$ cat src/rtl/vec_pkg.sv
// Shared definitions for the vector issue sequencer: opcode, FSM states and default geometry.
package vec_pkg;

  localparam logic [6:0] VEC_OP = 7'b1010111;

  localparam int unsigned NUM_ELEM_DEF = 8;
  localparam int unsigned LANES_DEF    = 2;
  localparam int unsigned LAT_DEF      = 2;

  localparam int unsigned IDX_W_DEF = $clog2(NUM_ELEM_DEF);
  localparam int unsigned VL_W_DEF  = $clog2(NUM_ELEM_DEF + 1);

  typedef enum logic [1:0] {
    IDLE,
    ISSUE,
    DRAIN,
    DONE
  } vec_state_e;

endpackage

$ cat src/rtl/vec_inflight_pipe.sv
// Fixed-latency shadow of the vector ALU: tracks {valid,idx,mask} of each accepted group
// so the tail stage lines up with the ALU result for write-back.
module vec_inflight_pipe
  import vec_pkg::*;
#(
  parameter int unsigned LAT   = LAT_DEF,
  parameter int unsigned IDXW  = IDX_W_DEF,
  parameter int unsigned LANES = LANES_DEF
) (
  input  logic             clk_i,
  input  logic             rst_i,
  input  logic             flush_i,
  input  logic             push_i,
  input  logic [IDXW-1:0]  push_idx_i,
  input  logic [LANES-1:0] push_mask_i,
  output logic             tail_valid_o,
  output logic [IDXW-1:0]  tail_idx_o,
  output logic [LANES-1:0] tail_mask_o,
  output logic             pending_o
);

  logic [LAT-1:0]   vld_q;
  logic [IDXW-1:0]  idx_q  [LAT];
  logic [LANES-1:0] mask_q [LAT];

  always_ff @(posedge clk_i) begin
    if (!rst_i) begin
      vld_q <= '0;
      for (int unsigned s = 0; s < LAT; s++) begin
        idx_q[s]  <= '0;
        mask_q[s] <= '0;
      end
    end else begin
      vld_q[0]  <= push_i && !flush_i;
      idx_q[0]  <= push_idx_i;
      mask_q[0] <= push_mask_i;
      for (int unsigned s = 1; s < LAT; s++) begin
        vld_q[s]  <= vld_q[s-1] && !flush_i;
        idx_q[s]  <= idx_q[s-1];
        mask_q[s] <= mask_q[s-1];
      end
    end
  end

  // Groups still ahead of the tail; once none remain the current tail is the last write-back.
  always_comb begin
    pending_o = 1'b0;
    for (int unsigned s = 0; s + 1 < LAT; s++) begin
      pending_o = pending_o | vld_q[s];
    end
  end

  assign tail_valid_o = vld_q[LAT-1];
  assign tail_idx_o   = idx_q[LAT-1];
  assign tail_mask_o  = mask_q[LAT-1];

endmodule

$ cat src/rtl/vec_issue_ctrl.sv
// Vector-op sequencer: freezes IF/ID, issues LANES-wide element groups to the vector ALU
// and drives VRF write-back from the fixed-latency in-flight pipe.
module vec_issue_ctrl
  import vec_pkg::*;
#(
  parameter int unsigned NUM_ELEM = NUM_ELEM_DEF,
  parameter int unsigned LANES    = LANES_DEF,
  parameter int unsigned LAT      = LAT_DEF
) (
  input  logic                          clk_i,
  input  logic                          rst_i,
  input  logic                          inst_valid_i,
  input  logic [6:0]                    Op_i,
  input  logic [$clog2(NUM_ELEM+1)-1:0] vl_i,
  input  logic                          flush_i,
  input  logic                          alu_ready_i,
  output logic                          stall_o,
  output logic                          issue_valid_o,
  output logic [$clog2(NUM_ELEM)-1:0]   issue_idx_o,
  output logic [LANES-1:0]              issue_mask_o,
  output logic                          wb_valid_o,
  output logic [$clog2(NUM_ELEM)-1:0]   wb_idx_o,
  output logic [LANES-1:0]              wb_mask_o,
  output logic                          busy_o,
  output logic                          done_o
);

  localparam int unsigned IW = $clog2(NUM_ELEM);
  localparam int unsigned VW = $clog2(NUM_ELEM + 1);
  localparam int unsigned SW = VW + 1;

  vec_state_e state_q, state_d;

  logic [VW-1:0]    vl_q, vl_in;
  logic [IW-1:0]    idx_q;
  logic [SW-1:0]    next_base;
  logic [LANES-1:0] mask;
  logic             accept, xfer, last_grp, pending;
  logic             tail_vld;
  logic [IW-1:0]    tail_idx;
  logic [LANES-1:0] tail_mask;

  assign accept = (state_q == IDLE) && inst_valid_i && (Op_i == VEC_OP) && !flush_i;
  assign xfer   = (state_q == ISSUE) && alu_ready_i;

  // Sums are one bit wider than vl so idx+LANES past NUM_ELEM cannot wrap.
  always_comb begin
    vl_in     = (vl_i > VW'(NUM_ELEM)) ? VW'(NUM_ELEM) : vl_i;
    next_base = SW'(idx_q) + SW'(LANES);
    last_grp  = next_base >= SW'(vl_q);
    mask      = '0;
    for (int unsigned l = 0; l < LANES; l++) begin
      mask[l] = (SW'(idx_q) + SW'(l)) < SW'(vl_q);
    end
  end

  always_ff @(posedge clk_i) begin
    if (!rst_i) begin
      state_q <= IDLE;
    end else begin
      state_q <= state_d;
    end
  end

  always_comb begin
    state_d       = state_q;
    stall_o       = accept;
    issue_valid_o = 1'b0;
    issue_idx_o   = '0;
    issue_mask_o  = '0;
    done_o        = 1'b0;
    unique case (state_q)
      IDLE: begin
        if (accept) state_d = (vl_in != '0) ? ISSUE : DONE;
      end
      ISSUE: begin
        stall_o       = 1'b1;
        issue_valid_o = 1'b1;
        issue_idx_o   = idx_q;
        issue_mask_o  = mask;
        if (flush_i)                    state_d = IDLE;
        else if (alu_ready_i && last_grp) state_d = DRAIN;
      end
      DRAIN: begin
        stall_o = 1'b1;
        if (flush_i)       state_d = IDLE;
        else if (!pending) state_d = DONE;
      end
      DONE: begin
        done_o  = !flush_i;
        state_d = IDLE;
      end
      default: state_d = IDLE;
    endcase
  end

  always_ff @(posedge clk_i) begin
    if (!rst_i) begin
      vl_q  <= '0;
      idx_q <= '0;
    end else if (accept) begin
      vl_q  <= vl_in;
      idx_q <= '0;
    end else if (xfer) begin
      idx_q <= idx_q + IW'(LANES);
    end
  end

  vec_inflight_pipe #(
    .LAT   (LAT),
    .IDXW  (IW),
    .LANES (LANES)
  ) u_pipe (
    .clk_i        (clk_i),
    .rst_i        (rst_i),
    .flush_i      (flush_i),
    .push_i       (xfer),
    .push_idx_i   (idx_q),
    .push_mask_i  (mask),
    .tail_valid_o (tail_vld),
    .tail_idx_o   (tail_idx),
    .tail_mask_o  (tail_mask),
    .pending_o    (pending)
  );

  assign busy_o     = (state_q != IDLE);
  assign wb_valid_o = tail_vld && !flush_i;
  assign wb_idx_o   = wb_valid_o ? tail_idx  : '0;
  assign wb_mask_o  = wb_valid_o ? tail_mask : '0;

endmodule

$ cat config.mk
export PLATFORM = sky130hd
export DESIGN_NAME = vec_issue_ctrl
export DESIGN_NICKNAME = d
export VERILOG_FILES = /design/src/rtl/vec_pkg.sv /design/src/rtl/vec_inflight_pipe.sv /design/src/rtl/vec_issue_ctrl.sv
export SDC_FILE = /design/constraint.sdc
export NUM_CORES = 1
export LEC_CHECK = 0
export CAP_MARGIN = 20
export CORE_MARGIN = 1.5
export CORE_UTILIZATION = 55
export CTS_CLUSTER_DIAMETER = 80
export DETAILED_ROUTE_END_ITERATION = 8
export DONT_BUFFER_PORTS = 1
export PLACE_DENSITY_LB_ADDON = 0.25
export SKIP_LAST_GASP = 1
export SLEW_MARGIN = 20
export SYNTH_ARGS = -nofsm -noshare
export SYNTH_HDL_FRONTEND = slang
export SYNTH_HIERARCHICAL = 1
export SYNTH_SLANG_ARGS = --single-unit
$ cat constraint.sdc
create_clock -name clk_i -period 1.47 [get_ports clk_i]
set_input_delay 0.294 -clock clk_i [delete_from_list [all_inputs] [get_ports clk_i]]
set_output_delay 0.294 -clock clk_i [all_outputs]
set_load 0.01 [all_outputs]
==> After elaboration in Yosys (flattened, before gate mapping) <==
Memory sizes are Yosys's and may differ from the RTL's.
Index checks and enable logic that the tools add are counted.
{ "word_totals": {"wordCells": 61, "in_bits": 16, "output_inout_bits": 15, "reg_bits": 11, "n_memories": 2, "ram_bits": 10} }
{ "classes": {"mux": 21, "reduce_logical": 15, "add_sub_neg": 3, "order_cmp": 4, "bitwise_logic": 5, "n_eq_ne": 7} }
{ "mem_list": {"columns": ["name", "depth", "word_bits", "read_ports", "rd_ports_with_merged_regs", "write_ports", "line", "source"], "rows": [
  ["u_pipe.idx_q", 2, 3, 2, 0, 2, "vec_inflight_pipe.sv:23", "logic [IDXW-1:0] idx_q [LAT];"],
  ["u_pipe.mask_q", 2, 2, 2, 0, 2, "vec_inflight_pipe.sv:24", "logic [LANES-1:0] mask_q [LAT];"]
]} }
{ "op_table": {"columns": ["op", "n"], "rows": [
  ["2-bit 2-to-1 mux", 10],
  ["3-bit 2-to-1 mux", 4],
  ["1-bit logical AND", 8],
  ["2-bit one-hot mux with 4 select lines", 1],
  ["7-bit equality test, second input constant", 1],
  ["1-bit 2-to-1 mux", 5],
  ["3-bit by 1-bit adder with 4-bit output, second input constant", 1],
  ["3-bit by 2-bit adder with 4-bit output, second input constant", 1],
  ["2-bit equality test, second input constant", 2],
  ["4-bit >= comparator", 1],
  ["4-bit > comparator, second input constant", 1],
  ["3-bit by 4-bit less-than comparator with 1-bit output", 1],
  ["4-bit less-than comparator", 1],
  ["4-bit 2-to-1 mux", 1],
  ["1-bit OR", 4],
  ["4-bit nonzero test", 1],
  ["2-bit OR reduction", 2],
  ["3-bit by 2-bit adder with 3-bit output, second input constant", 1],
  ["3-bit by 2-bit inequality test with 1-bit output, second input constant", 1],
  ["3-bit inequality test, second input constant", 1],
  ["3-bit AND reduction", 1],
  ["2-bit by 1-bit equality test with 1-bit output, second input constant", 1],
  ["2-bit zero test", 1],
  ["2-bit inequality test, second input constant", 1],
  ["3 further kinds", 3]
]} }

==> Longest topological paths before layout <==
Gate-level depths: netlist of run 1.
{ "logic_depth": {"ltp_word": 6, "depth_mapped": 7} }

==> By module <==
The synthesis of run 1 kept the hierarchy.
{ "by_module_without_submodules": {"columns": ["module", "cells_per_inst", "seq_area_each_um2", "instances", "area_each_um2"], "rows": [
  ["vec_issue_ctrl", 86, 160.2, 1, 742.0],
  ["vec_inflight_pipe", 30, 240.2, 1, 379.1]
]} }

==> Least setup slack after synthesis of run 1 <==
Ideal clock, no wire load.
{ "synth_path": {"kind": "reg2out", "start": "register state_q[0]", "end": "output stall_o", "arrival_time_ns": 1.363, "n_path_buf": 0, "stages_incl_launch_ff": 6, "slack_ns": -0.187, "required_ns": 1.176, "cell_sequence": "dfxtp_1 -> inv_1 -> ha_1 -> inv_1 -> nor4_4 -> or2_1"} }
{ "synth_between": {"elab_chain_len": 5} }
{ "synth_rtl": {"columns": ["element", "line", "source"], "rows": [
  ["start: declaration", "vec_issue_ctrl.sv:32", "vec_state_e state_q, state_d;"],
  ["start signal: assignment", "vec_issue_ctrl.sv:61", "state_q <= state_d;"],
  ["2-bit zero test", "vec_issue_ctrl.sv:43", "assign accept = (state_q == IDLE) && inst_valid_i && (Op_i == VEC_OP) && !flush_i;"],
  ["1-bit logical AND (3 in series)", "vec_issue_ctrl.sv:43", null],
  ["1-bit 2-to-1 mux *", "vec_issue_ctrl.sv:72", "unique case (state_q)"],
  ["end: declaration", "vec_issue_ctrl.sv:17", "output logic stall_o,"]
]} }
Mark *: on every way between the ends. The rest lies on a longest branch, timed or not.

==> Final worst setup path of run 1 <==
{ "layout_path": {"start": "register idx_q[1]", "end": "output issue_mask_o[0]"} }
{ "layout_between": {"elab_chain_len": 2} }
{ "layout_rtl": {"columns": ["element", "line", "source"], "rows": [
  ["start: declaration", "vec_issue_ctrl.sv:35", "logic [IW-1:0] idx_q;"],
  ["start signal: assignment", "vec_issue_ctrl.sv:105", "idx_q <= idx_q + IW'(LANES);"],
  ["3-bit by 4-bit less-than comparator with 1-bit output", "vec_issue_ctrl.sv:53", "mask[l] = (SW'(idx_q) + SW'(l)) < SW'(vl_q);"],
  ["named net mask[0]", "vec_issue_ctrl.sv:37", "logic [LANES-1:0] mask;"],
  ["2-bit 2-to-1 mux", "vec_issue_ctrl.sv:72", null],
  ["end: declaration", "vec_issue_ctrl.sv:20", "output logic [LANES-1:0] issue_mask_o,"]
]} }
The timed path passes the listed nets, and every way through them passes these cells.

==> metrics.sh, run 1 <==
RUN_STATUS='finished with violations'
VIOLATIONS='setup timing'
DRTANTENNAVIOLNETS=0
SYNTH_SEQ_CELLS=20
IO_BUFFERS=0
TIMING.CRITICAL_PATH.FANOUT_MAX=3
YOSYSWARNINGCOUNT=6
GRT_PASS1_WL_UM=3146
POWER_DENSITY_OVER_THE_CELLS_nW_PER_UM2=680.1
MAXIMUM_NUMBER_OF_BUFFERS_FROM_CLOCK_ROOT_TO_SINK=2
SYNTHARSTFLOPSHARE=0
CELL_INTERNAL_PWR_mW=0.8340
NUM-NETS-FINAL=167
MAXSLEWVIOLCOUNT=0
IR_DROP_mV=0.6748
CRITICAL_PATH_CELL_COUNT=6
GLOBALROUTEOVERFLOWTOTAL=0
GRT_MAX_DEGREE=14
CLOCK_POWER_SHARE=0.436
FINALWIRELENGTH_UM=2658
DRV_CAP=0
TRITONCTS_BUFFER_COUNT=3
FINAL_CORE_UTIL=0.7764
HP-CLASS='in2reg'
MIN_PERIOD_NS=1.762
IO-PIN-COUNT=31
SYNTH_ENABLE_FLOP_CELLS=0
CRITICAL_PATH.ENDPOINT_TYPE='primary output'
TOTAL_SWITCHING_POWER_mW=0.1914
POWER_FRAC_SEQ=0.530
NATURE_OF_THE_CRITICAL_PATH_STARTPOINT='flip-flop'
FMAXACHIEVABLE_MHz=567.4
ROUTE.DETAILED.DRC=0
FIN_SETUP_TNS_NS=-1.753
TIMING.CRITICAL_PATH.MAX_DELAY_FAMILY='flip-flops'
PATH_CLASS='reg2out'
FLOORPLAN.DIE.WIDTH_UM=48.15
ROW_COUNT=16
YOSYSUNIQUECELLTYPES=30
CLOCK_INSERTION_DELAY_WORST_SKEW_NS=0.30
RSZ0062_AT_GRT='yes'
REPORT.FINAL.HOLD_VIOL_COUNT=0
REG2REG_DEPTH=7
SETUP_SLACK_NS=-0.2923
SYNTHESIS.AREA_UM2=1121
LAYOUT-AREA-OVERHEAD-VS-SYNTH_PCT=34.49
TRITONCTS_NUM_SINKS=20
DP.FINAL_HPWL_UM=1560
SYNTH_CELLS=116
FRACTION_OF_LAYOUT_INSTANCES_USING_A_DRIVE_STRENGTH_ABOVE_1=0.4928
WORSTPATHREQUIRED_NS=1.18
DR_TOTAL_VIAS=918
SETUP_VIOL=10
TIMING.CRITICAL_PATH.SLOWEST_CELL_DELAY_NS=0.38
DIE_HEIGHT_UM=48.15
PLACE_WORST_SETUP_SLACK_NS=-0.08594
ANTENNA_FOUND_INITIAL=0
HOLDBUFCOUNTCTS=0
FINISH.INSTANCE_AREA_UM2=1508
YOSYS_MOST_USED_DFF='dfxtp_1'
FIN_WORST_SKEW_NS=0.006805
ROUTED_VIA_DENSITY=5.564
DESIGN.CORE.AREA_UM2=1942
SW_FRAC_OF_TOTAL=0.1867
LEAKAGE_POWER_nW=0.6353
NUMBER_OF_GLOBAL_ROUTE_VIAS_BEFORE_REPAIR=749
NUM_ANTENNA_CELLS=0
WORST_PATH_MAX_DELAY_CELL='dfxtp_4'
HOLDWS_NS=0.1113
TIMING.CRITICAL_PATH.CELLS='inv_4 -> ha_4 -> nor2_2 -> o21a_1 -> o21ai_2 -> and2_4'
P_COMB_FRAC=0.034
DETAIL_ROUTE.WL_PER_CELL_UM=16.11
ARRIVAL_NS=1.47
WHS_PATH_DEPTH=1
SYNTHESIS.AREA_PER_INSTANCE_UM2=9.664
CTS.CLK_SLEW.WORST_PATHS_NS=0.11
DRT_ITER0_DRC=12
ROOT_BUFFER='clkbuf_4'
DP.CELLS=148
INITIAL_CORE_UTIL=0.5773
FLOORPLAN.DIE_AREA_UM2=2318
FIN_CELLS=165
TRITONCTS='built'
PLACE_CONGESTION=0.8194
DRT-PASS1-ITER-COUNT=4
CP.BUFFERS_INVERTERS=1
PERIOD_SHARE=1.199
SYNTH.YOSYS.SEQ_AREA_SHARE=0.3571
PLACED_AREA_UM2=1231
HTREEDEPTH=1
GROUTE.USAGE.OVERALL=0.2011
DESIGN_POWER_TOTAL_mW=1.025
-- synth_stat cells, types with 2 or more instances --
library cell  number  area [um^2]
a21oi_1            7        35.03
a311oi_1           2        17.52
and2_1            13        81.33
and2_2             6        45.04
and3b_2            2        20.02
buf_4              6        45.04
dfxtp_1           20        400.4
ha_1              12        150.1
inv_1             11        41.29
mux2i_1            2        20.02
nand2_1            2        7.510
nand2b_1           3        18.77
nand3b_1           3        22.52
nor2_1             4        15.01
nor2b_1            5        31.28
nor3_1             3        15.01
o2111ai_1          2        17.52
-- sequential cells by signal, indices dropped and copies added, names as in the netlist --
name / cells
u_pipe/vld_q: 2
vl_q: 4
u_pipe/mask_q: 4
state_q: 2
idx_q: 2
u_pipe/idx_q: 6
-- power by group through the flow --
stage,clock (mW),combinational [mW],sequential (mW)
6_report,0.447,0.0348,0.544
5_1_grt,0.478,0.0373,0.545
4_1_cts,0.450,0.0293,0.544
3_5_place_dp,0,0.0271,0.558
3_3_place_gp,0,0.0265,0.558
2_1_floorplan,0,0.0300,0.558
-- routing by layer --
metal  track usage  vias up  wire length, um
met5             0        -                0
met4       0.07568        0               80
met3       0.05556       10              160
met2        0.3553       50             1348
met1        0.2283      432             1068
li1              -      426                -
-- what timing repair did --
| item | 4_1_cts | 5_1_grt |
|---|---|---|
| setup buffers | 6 | 8 |
| resized for setup | 22 | 14 |
| pin swaps | 9 | 7 |
| cloned | 0 | 1 |
| setup endpoints to repair | 17 | 18 |
-- cell families (layout without fill, tap and decap cells) --
kind of cell / count (synthesis) / after routing / synth area share
buf+inv: 18 / 39 / 0.08705
xor+xnor: 1 / 1 / 0.007814
fa+ha+maj: 12 / 12 / 0.1339
compound gates: 16 / 16 / 0.1071
flops: 20 / 20 / 0.3571
mux: 2 / 2 / 0.01786
simple gates: 46 / 46 / 0.2857
other cells: 1 / 2 / 0.003345
-- cell type report --
type,instances,area (um^2)
clock buffers,3,22.52
inverters,11,51.30
multi-input cells,79,758.2
well taps,27,33.78
repair buffers,24,202.7
fillers,123,434.2
clock inverters,1,30.03
flip-flops and latches,20,409.1
-- cells in the final DEF (no fill, tap or decap), drive strengths merged --
| cell | instances |
|---|---|
| o2111ai | 2 |
| nand3b | 4 |
| inv | 11 |
| and4b | 1 |
| bufinv | 1 |
| xnor2 | 1 |
| ha | 12 |
| buf | 24 |
| and2 | 19 |
| nor4 | 2 |
| o21a | 1 |
| a311oi | 2 |
| or2 | 1 |
| nor2b | 5 |
| mux2i | 2 |
| conb | 2 |
| o21ai | 2 |
| dfxtp | 20 |
| a31oi | 1 |
| and3b | 2 |
| a21oi | 7 |
| nor2 | 4 |
| nand2b | 3 |
| a221oi | 1 |
| nor3 | 3 |
| clkbuf | 3 |
| nand2 | 2 |
-- path summary, 6_finish.rpt --
check	slack, ns	start	endpoint
worst max-delay path	-0.29	idx_q[1]	issue_mask_o[0]
worst min-delay path	0.11	rst_i	u_pipe/idx_q[0][3]
worst max register to register	-0.24	idx_q[1]	state_q[0]
worst min register to register	0.45	u_pipe/idx_q[0][1]	u_pipe/idx_q[0][4]
Power figures use the tool's default switching activity.
==> run 2: changes to the inputs <==
REMOVE_ABC_BUFFERS = 1   (was not set)
==> run 2 against run 1 <==
Against the previous run:
- the flow still finishes with violations (setup timing)
- worst setup slack worse by 0.11 ns
- largest power group unchanged
- register-to-register slack improved by 0.03 ns
- clock skew barely moved
- power decreased by 12%
- highest routed layer unchanged
==> metrics.sh, run 2 (same netlist as run 1, synthesis figures left out) <==
RUN_STATUS='finished with violations'  # unchanged
VIOLATIONS='setup timing'  # unchanged
FRACTION_OF_LAYOUT_INSTANCES_USING_A_DRIVE_STRENGTH_ABOVE_1=0.5357  # was 0.4928
MOST-COMMON-LAYOUT-CELLS='buf_4, dfxtp_1, and2_1'  # unchanged
GRT_PASS1_WL_UM=3843  # was 3146 um
PATH_CLASS='reg2out'  # unchanged
POWER_DENSITY_OVER_THE_CELLS_nW_PER_UM2=595.4  # was 680.1 nW/um^2
WORSTPATHREQUIRED_NS=1.18  # about the same
CRITICAL_PATH_CELL_COUNT=6  # unchanged
TIMING.CRITICAL_PATH.MAX_DELAY_FAMILY='flip-flops'  # unchanged
HTREEDEPTH=1  # unchanged
LARGEST_REG_FLOPS=6  # unchanged
NUMBER_OF_GLOBAL_ROUTE_VIAS_BEFORE_REPAIR=852  # was 749
DIE_HEIGHT_UM=48.15  # unchanged
CAPTURE_POINT_OF_THE_WORST_REG_TO_REG_PATH='state_q[0]'  # unchanged
GLOBALROUTEOVERFLOWTOTAL=0  # unchanged
TIMING.CRITICAL_PATH.FANOUT_MAX=3  # unchanged
INITIAL_CORE_UTIL=0.5773  # unchanged
FIN_CELLS=167  # was 165
IO_BUFFERS=0  # unchanged
SETUP_VIOL=9  # was 10
ROUTE.DETAILED.DRC=0  # unchanged
FIN_SETUP_TNS_NS=-1.416  # was -1.753 ns
PLACE_CONGESTION=0.7983  # was 0.8194
FINALWIRELENGTH_UM=2740  # was 2658 um
IR_DROP_mV=0.5609  # was 0.6748 mV
TIMING.CRITICAL_PATH.SLOWEST_CELL_DELAY_NS=0.39  # was 0.38 ns
TRITONCTS_BUFFER_COUNT=3  # unchanged
FLOORPLAN.DIE.WIDTH_UM=48.15  # unchanged
LAYOUT_COMMONEST_CELL='buf_4'  # unchanged
TIMING.RR.START='idx_q[1]'  # unchanged
ROOT_BUFFER='clkbuf_4'  # unchanged
DESIGN.CORE.AREA_UM2=1942  # unchanged
DRT-PASS1-ITER-COUNT=4  # unchanged
MIN_PERIOD_NS=1.868  # was 1.762 ns
DRV_CAP=0  # unchanged
LAYOUT-AREA-OVERHEAD-VS-SYNTH_PCT=35.60  # was 34.49%
PERIOD_SHARE=1.271  # was 1.199
CRITICAL_PATH.ENDPOINT_TYPE='primary output'  # unchanged
NATURE_OF_THE_CRITICAL_PATH_STARTPOINT='flip-flop'  # unchanged
NUM-NETS-FINAL=169  # was 167
FLOORPLAN.DIE_AREA_UM2=2318  # unchanged
DRT_ITER0_DRC=15  # was 12
DP.FINAL_HPWL_UM=1590  # was 1560 um
DETAIL_ROUTE.WL_PER_CELL_UM=16.41  # was 16.11 um
MAXIMUM_NUMBER_OF_BUFFERS_FROM_CLOCK_ROOT_TO_SINK=2  # unchanged
ARRIVAL_NS=1.57  # was 1.47 ns
WORST_HOLD_STARTPOINT='rst_i'  # unchanged
HOLD_PATH_END='u_pipe/idx_q[0][3]'  # unchanged
NUM_ANTENNA_CELLS=0  # unchanged
REG2REG_DEPTH=7  # unchanged
FIN_WORST_SKEW_NS=0.006550  # was 0.006805 ns
LAYOUT_TOP_REGISTERS='u_pipe/idx_q: 6 flops, u_pipe/mask_q: 4 flops, vl_q: 4 flops'  # unchanged
GRT_MAX_DEGREE=14  # unchanged
REGISTERS.TOP_BY_FF_COUNT='u_pipe/idx_q'  # unchanged
ROUTED_VIA_DENSITY=5.305  # was 5.564
WORST_PATH_MAX_DELAY_CELL='dfxtp_4'  # unchanged
WHS_PATH_DEPTH=1  # unchanged
RSZ0062_AT_GRT='yes'  # unchanged
IO-PIN-COUNT=31  # unchanged
CP.BUFFERS_INVERTERS=1  # unchanged
MAXSLEWVIOLCOUNT=0  # unchanged
SETUP_SLACK_NS=-0.3984  # was -0.2923 ns
HP-CLASS='in2reg'  # unchanged
TRITONCTS='built'  # unchanged
FMAXACHIEVABLE_MHz=535.2  # was 567.4 MHz
HOLDWS_NS=0.1006  # was 0.1113 ns
REGTOREGSETUPSLACK_NS=-0.21  # was -0.24 ns
DRTANTENNAVIOLNETS=0  # unchanged
TRITONCTS_NUM_SINKS=20  # unchanged
TIMING.CRITICAL_PATH.CELLS='inv_2 -> ha_1 -> nor2_1 -> o21a_1 -> o21ai_2 -> and2_4'  # was inv_4 -> ha_4 -> nor2_2 -> o21a_1 -> o21ai_2 -> and2_4
DR_TOTAL_VIAS=886  # was 918
DP.CELLS=153  # was 148
CLOCK_INSERTION_DELAY_WORST_SKEW_NS=0.31  # was 0.30 ns
CTS.CLK_SLEW.WORST_PATHS_NS=0.12  # was 0.11 ns
GROUTE.USAGE.OVERALL=0.2487  # was 0.2011
ANTENNA_FOUND_INITIAL=0  # unchanged
LEAKAGE_POWER_nW=0.6455  # was 0.6353 nW
REPORT.FINAL.HOLD_VIOL_COUNT=0  # unchanged
ROW_COUNT=16  # unchanged
## run 2: metrics by stage
| step | utilization | power (mW) | setup WS [ns] | area (um^2) |
|---|---|---|---|---|
| after CTS | 0.7339 | 0.9018 | -0.3614 | 1425 |
| after global placement | 0.6295 | 0.5830 | -0.09586 | 1222 |
| after detailed placement | 0.6295 | 0.5837 | -0.2422 | 1222 |
| final | 0.7829 | 0.9052 | -0.3984 | 1520 |
| after global routing | 0.7829 | 0.9361 | -0.4478 | 1520 |
| after floorplan | - | 0.5786 | -0.1869 | 1069 |
## run 2: what timing repair did
action                     CTS  global route
hold buffers                 0             0
resized for setup           34            13
pin swaps                   11            11
setup buffers                6             9
setup endpoints to repair   13            14
## run 2: cell type report
type / count / area (um^2)
clock buffers: 4 / 36.28
fillers: 133 / 421.7
inverters: 11 / 41.29
multi-input cells: 79 / 785.8
flip-flops and latches: 20 / 412.9
well taps: 27 / 33.78
repair buffers: 26 / 210.2
## run 2: layer usage
layer | part of all wire | vias to the layer above | global-route usage
met5 | 0 | - | 0
met4 | 0.022 | 0 | 0.1351
met3 | 0.051 | 6 | 0.04815
met2 | 0.52 | 37 | 0.4368
met1 | 0.40 | 414 | 0.2793
li1 | - | 429 | -
## run 2: how the worst max path moves through the flow
stage	to	slack, ns	from
floorplan	stall_o	-0.19	state_q[0]
global placement	state_q[1]	-0.1	idx_q[1]
detailed placement	state_q[0]	-0.24	idx_q[1]
CTS	issue_mask_o[0]	-0.36	idx_q[1]
global route	issue_mask_o[0]	-0.45	idx_q[1]
finish	issue_mask_o[0]	-0.40	idx_q[1]
## run 2: power breakdown
part	switching [mW]	leakage, nW	internal, mW
registers	0.000763	0.165	0.541
clock network	0.180	0.0210	0.151
logic	0.0170	0.459	0.0150
total	0.198	0.646	0.707
